===== config.mk =====
export PLATFORM = sky130hd
export DESIGN_NAME = bin_to_bcd_seq
export DESIGN_NICKNAME = d
export VERILOG_FILES = /design/src/rtl/bin_to_bcd_seq.sv
export SDC_FILE = /design/constraint.sdc
export NUM_CORES = 1
export LEC_CHECK = 0
export ABC_AREA = 1
export BUFFER_PORTS_ARGS = -buffer_cell sky130_fd_sc_hd__buf_2
export CORE_MARGIN = 2
export CORE_UTILIZATION = 45
export DETAILED_ROUTE_END_ITERATION = 16
export PLACE_DENSITY_LB_ADDON = 0.3
export SYNTH_ARGS = -nofsm -noshare
export SYNTH_HDL_FRONTEND = slang
export SYNTH_SLANG_ARGS = --single-unit

===== constraint.sdc =====
create_clock -name clk -period 1.7 [get_ports clk]
set_clock_uncertainty 0.05 [all_clocks]
set_input_delay 0.17 -clock clk [delete_from_list [all_inputs] [get_ports clk]]
set_output_delay 0.17 -clock clk [all_outputs]
set_load 0.005 [all_outputs]

===== src/rtl/bin_to_bcd_seq.sv =====
// Sequential double-dabble converter: unsigned W-bit binary to DIGITS packed BCD digits,
// one input bit per clock, MSB first; saturates to all nines when the value does not fit.
module bin_to_bcd_seq #(
  parameter int W      = 16,
  parameter int DIGITS = 5
) (
  input  logic                  clk,
  input  logic                  reset_n,
  input  logic                  start,
  input  logic [W-1:0]          bin,
  output logic                  busy,
  output logic                  done,
  output logic [4*DIGITS-1:0]   bcd,
  output logic                  overflow
);

  localparam int N  = 4 * DIGITS;
  localparam int CW = $clog2(W) + 1;

  typedef enum logic {
    IDLE,
    CONV
  } state_t;

  state_t         state, state_next;
  logic [W-1:0]   sr;
  logic [N-1:0]   acc;
  logic [N-1:0]   acc_adj;
  logic [N-1:0]   acc_shift;
  logic [N-1:0]   nines;
  logic [CW-1:0]  cnt;
  logic           sticky;
  logic           carry;
  logic           last;
  logic           ovf_final;

  assign busy      = (state == CONV);
  assign last      = (cnt == CW'(W - 1));
  assign carry     = acc_adj[N-1];
  assign acc_shift = {acc_adj[N-2:0], sr[W-1]};
  assign ovf_final = sticky | carry;

  // Per-digit add-3 correction; digits are independent, carries only travel via the shift.
  always_comb begin
    acc_adj = acc;
    nines   = '0;
    for (int unsigned i = 0; i < DIGITS; i++) begin
      nines[4*i +: 4] = 4'd9;
      if (acc[4*i +: 4] >= 4'd5) begin
        acc_adj[4*i +: 4] = acc[4*i +: 4] + 4'd3;
      end
    end
  end

  always_ff @(posedge clk) begin
    if (!reset_n) begin
      state <= IDLE;
    end else begin
      state <= state_next;
    end
  end

  always_comb begin
    state_next = state;
    case (state)
      IDLE:    if (start) state_next = CONV;
      CONV:    if (last)  state_next = IDLE;
      default: state_next = IDLE;
    endcase
  end

  always_ff @(posedge clk) begin
    if (!reset_n) begin
      sr       <= '0;
      acc      <= '0;
      cnt      <= '0;
      sticky   <= 1'b0;
      done     <= 1'b0;
      bcd      <= '0;
      overflow <= 1'b0;
    end else begin
      done <= 1'b0;
      case (state)
        IDLE: begin
          if (start) begin
            sr     <= bin;
            acc    <= '0;
            cnt    <= '0;
            sticky <= 1'b0;
          end
        end
        CONV: begin
          sr     <= sr << 1;
          acc    <= acc_shift;
          cnt    <= cnt + CW'(1);
          sticky <= ovf_final;
          // The final bit's carry-out must be folded in here, not from the registered sticky.
          if (last) begin
            done     <= 1'b1;
            overflow <= ovf_final;
            bcd      <= ovf_final ? nines : acc_shift;
          end
        end
        default: ;
      endcase
    end
  end

endmodule


# Yosys cells after proc, flatten, opt, wreduce, memory -nomap -nowiden
# Cells that the tools add are included.
[classes]
n_addsub = 6
order_cmp = 5
n_eq_ne = 2
n_mux = 18
n_bitwise = 2
reduce_logical = 2
[op_table]
columns = ["operator", "n"]
rows = [
  ["20-bit 2-to-1 mux", 2],
  ["20-bit one-hot mux with 2 select lines", 1],
  ["16-bit one-hot mux with 2 select lines", 1],
  ["4-bit by 2-bit adder with 4-bit output, second input constant", 5],
  ["4-bit by 3-bit >= comparator with 1-bit output, second input constant", 5],
  ["4-bit 2-to-1 mux", 5],
  ["16-bit 2-to-1 mux", 1],
  ["5-bit one-hot mux with 2 select lines", 1],
  ["5-bit by 1-bit adder with 5-bit output, second input constant", 1],
  ["5-bit by 4-bit == test with 1-bit output, second input constant", 1],
  ["5-bit 2-to-1 mux", 1],
  ["1-bit 2-to-1 mux", 4],
  ["1-bit one-hot mux with 2 select lines", 2],
  ["2-bit AND reduction", 2],
  ["2-bit inequality test, second input constant", 1],
  ["1-bit NOT", 1],
  ["1-bit bitwise OR", 1],
]
[totals]
reg_bits = 65
inputBits = 19
out_inout_bits = 23
word_cells = 43

# Depth between registers and ports, before layout
[logic_depth]
ltp_word = 4
ltp_mapped = 10
mapped_depth_nobuf = 10

# Worst setup path before layout
# No wires, ideal clock.
[synth_path]
path_kind = "flip-flop to flip-flop"
startpoint = "reg cnt[0]"
endpoint = "reg bcd[12]"
setup_ps = 119
arrival_time_ps = 1416
required_ps = 1531
slack_ps = 116
path_stages_with_launch = 9
path_buffers = 1
period_less_slack_ps = 1584
cell_sequence = "dfxtp_1 -> ha_1 -> and3_1 -> ha_1 -> nand2_1 -> inv_2 -> buf_2 -> o21ai_0 -> nor2_2"
[synth_between]
elab_chain_cells = 2
[synth_lines]
columns = ["item", "line_no", "text"]
rows = [
  ["from (decl)", "31", "logic [CW-1:0] cnt;"],
  ["from (signal assigned)", "95", "cnt <= cnt + CW'(1);"],
  ["5-bit by 4-bit == test with 1-bit output", "38", "assign last = (cnt == CW'(W - 1));"],
  ["net last", "34", "logic last;"],
  ["2-bit AND reduction (no source line)", "n/a", ""],
  ["to (signal assigned)", "101", "bcd <= ovf_final ? nines : acc_shift;"],
  ["to (decl)", "13", "output logic [4*DIGITS-1:0] bcd,"],
]
# The timed path passes the listed nets, and every way through them passes these cells.
# A chain may end at the register's enable or synchronous reset.

# Worst setup path after layout
[layout_path]
startpoint = "reg state, in the netlist busy"
endpoint = "out busy"
[layout_rtl]
columns = ["item", "line_no", "text"]
rows = [
  ["from (decl)", "25", "state_t state, state_next;"],
  ["from (signal assigned)", "59", "state <= state_next;"],
  ["to (decl)", "11", "output logic busy,"],
]
# No word-level cell between the ends.

==> impl_metrics.xml <==
<?xml version="1.0" encoding="UTF-8"?>
<metrics>
  <group name="placement">
    <metric name="place.port_buffers" unit="">41</metric>
    <metric name="dp_worst_setup_slack" unit="ns">-0.0326</metric>
    <metric name="placedCellCount" unit="">569</metric>
    <metric name="dp.final_hpwl" unit="um">5060</metric>
    <metric name="gp_routability_congestion" unit="">0.833</metric>
    <metric name="placed_cell_area" unit="um^2">3470</metric>
  </group>
  <group name="die">
    <metric name="floorplan.rows" unit="">30</metric>
    <metric name="ios" unit="">42</metric>
    <metric name="design.core.area" unit="um^2">6760</metric>
    <metric name="dieArea" unit="um^2">7590</metric>
    <metric name="effective_utilization_at_floorplan" unit="">0.460</metric>
    <metric name="die-width" unit="um">87.1</metric>
    <metric name="die_height" unit="um">87.1</metric>
  </group>
  <group name="critical_path">
    <metric name="critical_path.max_fanout" unit="">21</metric>
    <metric name="critical_path.startpoint_type" unit="">register</metric>
    <metric name="setup.worst_path.start" unit="">busy</metric>
    <metric name="kind_of_critical_path" unit="">register to output port</metric>
    <metric name="setup.worst_path.end_class" unit="">output port</metric>
    <metric name="req_time_crit_path" unit="ns">1.48</metric>
    <metric name="regToRegEndpoint" unit="">bcd[4]</metric>
    <metric name="reg2reg_slack" unit="ns">0.09</metric>
    <metric name="worst-endpoint-arrival" unit="ns">1.39</metric>
    <metric name="number_of_cell_instances_on_the_worst_register_to_register_path" unit="">8</metric>
    <metric name="timing.rr.start" unit="">cnt[0]</metric>
  </group>
  <group name="logic_synthesis">
    <metric name="synth.lib_cells_used.distinct" unit="">29</metric>
    <metric name="netlist_area" unit="um^2">3110</metric>
    <metric name="yosys_warnings" unit="">0</metric>
    <metric name="yosysSeqAreaShare" unit="">0.418</metric>
    <metric name="yosys_register_bits" unit="">65</metric>
    <metric name="syn_area_per_cell" unit="um^2">6.97</metric>
    <metric name="post_synth_inst_count" unit="">446</metric>
    <metric name="mappedNetlistNets" unit="">477</metric>
  </group>
  <group name="detailed_routing">
    <metric name="detail-route-antenna-nets" unit="">0</metric>
    <metric name="routed_via_density" unit="">5.03</metric>
    <metric name="drt-wirelength-per-cell" unit="um">12.0</metric>
    <metric name="routed-via-count" unit="">2943</metric>
    <metric name="drc" unit="">0</metric>
    <metric name="first_iter_violations" unit="">141</metric>
    <metric name="dr.pass1.iters" unit="">9</metric>
    <metric name="route.final.wire_length" unit="um">7040</metric>
  </group>
  <group name="global_routing">
    <metric name="grt_overflow" unit="">0</metric>
    <metric name="number_of_antenna_violations_at_the_first_check_in_global_routing" unit="">0</metric>
    <metric name="via_count_of_the_first_global_routing_pass" unit="">2665</metric>
    <metric name="gr-usage-all-layers" unit="">0.199</metric>
    <metric name="grt_max_degree" unit="">35</metric>
    <metric name="grt_first_pass_wirelength" unit="um">12000</metric>
  </group>
  <group name="power">
    <metric name="p_leak" unit="nW">1.78</metric>
    <metric name="power.density" unit="nW/um^2">805</metric>
    <metric name="fin_total_pwr" unit="mW">2.97</metric>
    <metric name="vdd_ir_drop_max" unit="mV">0.512</metric>
  </group>
  <group name="final_layout">
    <metric name="most_common_library_cell_in_the_layout_ignoring_fill_and_taps" unit="">sky130_fd_sc_hd__nand2_1</metric>
    <metric name="area_taken_by_multi_input_logic_gates" unit="um^2">1540</metric>
    <metric name="area.sequential" unit="um^2">1310</metric>
    <metric name="final_util" unit="">0.545</metric>
    <metric name="stdcell_count" unit="">585</metric>
    <metric name="flow.area_growth_from_synthesis" unit="%">18.5</metric>
    <metric name="finish.net_count" unit="">531</metric>
    <metric name="final_cell_mix" unit="">sky130_fd_sc_hd__nand2_1 (132), sky130_fd_sc_hd__dfxtp_1 (61), sky130_fd_sc_hd__inv_1 (54)</metric>
    <metric name="post_route_cells_drive_above_1_share" unit="">0.204</metric>
    <metric name="insertedDiodeCount" unit="">0</metric>
    <metric name="finalInstanceArea" unit="um^2">3680</metric>
    <metric name="fillers" unit="">644</metric>
  </group>
  <group name="timing">
    <metric name="rsz0062_at_grt" unit="">no</metric>
    <metric name="timing_worst_slew_pin_value" unit="ns">0.398</metric>
    <metric name="report.final.slew_viol_count" unit="">0</metric>
    <metric name="timing.final.hold_violations" unit="">0</metric>
    <metric name="timing.slew.headroom" unit="">0.732</metric>
    <metric name="maxClockFrequency" unit="MHz">620</metric>
    <metric name="final-setup-viol-count" unit="">0</metric>
    <metric name="post-route-min-period" unit="ns">1.61</metric>
    <metric name="final.setup.worst_slack" unit="ns">0.0883</metric>
    <metric name="period_share" unit="">0.948</metric>
  </group>
  <group name="clocking">
    <metric name="clk_transition_reported_paths" unit="ns">0.07</metric>
    <metric name="worst_skew_pair.late_latency" unit="ns">0.35</metric>
    <metric name="postCtsHoldBufs" unit="">0</metric>
    <metric name="clock_tree.root_cell" unit="">sky130_fd_sc_hd__clkbuf_8</metric>
    <metric name="clock_tree_from_tritoncts" unit="">done</metric>
    <metric name="numClockSinks" unit="">65</metric>
    <metric name="cts_buffer_depth" unit="">2</metric>
    <metric name="cts_max_level" unit="">3</metric>
    <metric name="cts_buffers" unit="">9</metric>
  </group>
  <group name="hold_path">
    <metric name="hold_path_class" unit="">input pin to register</metric>
    <metric name="timing.hold.worst_path_depth" unit="">3</metric>
    <metric name="worstHoldEndpoint" unit="">sr[0]</metric>
    <metric name="min_from" unit="">bin[0]</metric>
  </group>
  <group name="job">
    <metric name="cap_violations" unit="">0</metric>
  </group>
  <group name="outcome">
    <metric name="status" unit="">completed</metric>
  </group>
</metrics>
## Yosys cell counts, drive strengths merged
| master | count | area [um^2] |
|---|---|---|
| nand2 | 134 | 505 |
| dfxtp | 65 | 1300 |
| inv | 57 | 214 |
| nand3 | 48 | 258 |
| nor2 | 38 | 170 |
| o21ai | 38 | 194 |
| a21oi | 15 | 86.3 |
| buf | 14 | 71.3 |
| ha | 12 | 150 |
| a22oi | 6 | 45.0 |
| nand4 | 6 | 37.5 |
| o22ai | 4 | 25.0 |
| clkbuf | 2 | 7.51 |
| or2 | 2 | 12.5 |
| and2 | 1 | 6.26 |
| and3 | 1 | 6.26 |
| nand3b | 1 | 7.51 |
| nor3 | 1 | 5.00 |
| o31ai | 1 | 7.51 |
## state kept, by name, indices dropped and copies added (netlist names)
signal,flops
acc,20
bcd,20
busy,1
cnt,5
done,1
overflow,1
sr,16
sticky,1
## stage by stage
stage / setup TNS (ns) / hold slack (ns)
after floorplan: 0 / 0.264
after global placement: 0 / 0.379
after detailed placement: -0.123 / 0.392
after CTS: 0 / 0.0198
after global routing: 0 / 0.0392
final: 0 / 0.0311
## worst max-delay path by stage
stage               depth (start not counted)  slack, ns  endpoint
global placement                            8       0.05    bcd[4]
finish                                      2       0.09      busy
detailed placement                          8      -0.03   bcd[16]
floorplan                                   8       0.12   bcd[12]
global route                                8     0.0008    bcd[4]
CTS                                        10       0.04    bcd[0]
## kinds of logic (layout without fill, tap and decap cells)
logic type	Yosys count	count (layout)	share of synthesized area
buffers and inverters	73	132	0.0941
adders and majority gates	12	12	0.0483
AOI/OAI and AO/OA	64	64	0.115
and+or+nand+nor	232	232	0.324
DFF	65	65	0.418
## critical path: stages (launching register included)
cell	delay [ns]
sky130_fd_sc_hd__dfxtp_1	0.56
sky130_fd_sc_hd__buf_4	0.33
sky130_fd_sc_hd__buf_2	0.16
## cell type report
cell class / instances / area share
Clock buffer: 11 / 0.0411
Clock inverter: 5 / 0.00815
Inverter: 57 / 0.0587
Multi-Input combinational cell: 308 / 0.417
Sequential cell: 65 / 0.354
Tap cell: 80 / 0.0272
Timing Repair Buffer: 59 / 0.0934
## where the power goes
group / switching, mW / total, mW / internal, mW
clock network: 0.598 / 1.20 / 0.600
logic: 0.124 / 0.198 / 0.0735
registers: 0.0192 / 1.57 / 1.55
total: 0.742 / 2.97 / 2.22
## routing by layer
layer	routed length, um	part of all wire	GRT usage
met3	327	0.046	0.0341
met1	3220	0.46	0.255
met5	0	0	0
met4	121	0.017	0.0825
met2	3360	0.48	0.330
## repair_timing
| action | CTS | global route |
|---|---|---|
| pin swaps | 0 | 1 |
| setup endpoints to repair | 6 | 24 |
| setup buffers | 0 | 0 |
| resized for setup | 1 | 15 |
No activity file was read; power rests on OpenSTA's default activity.
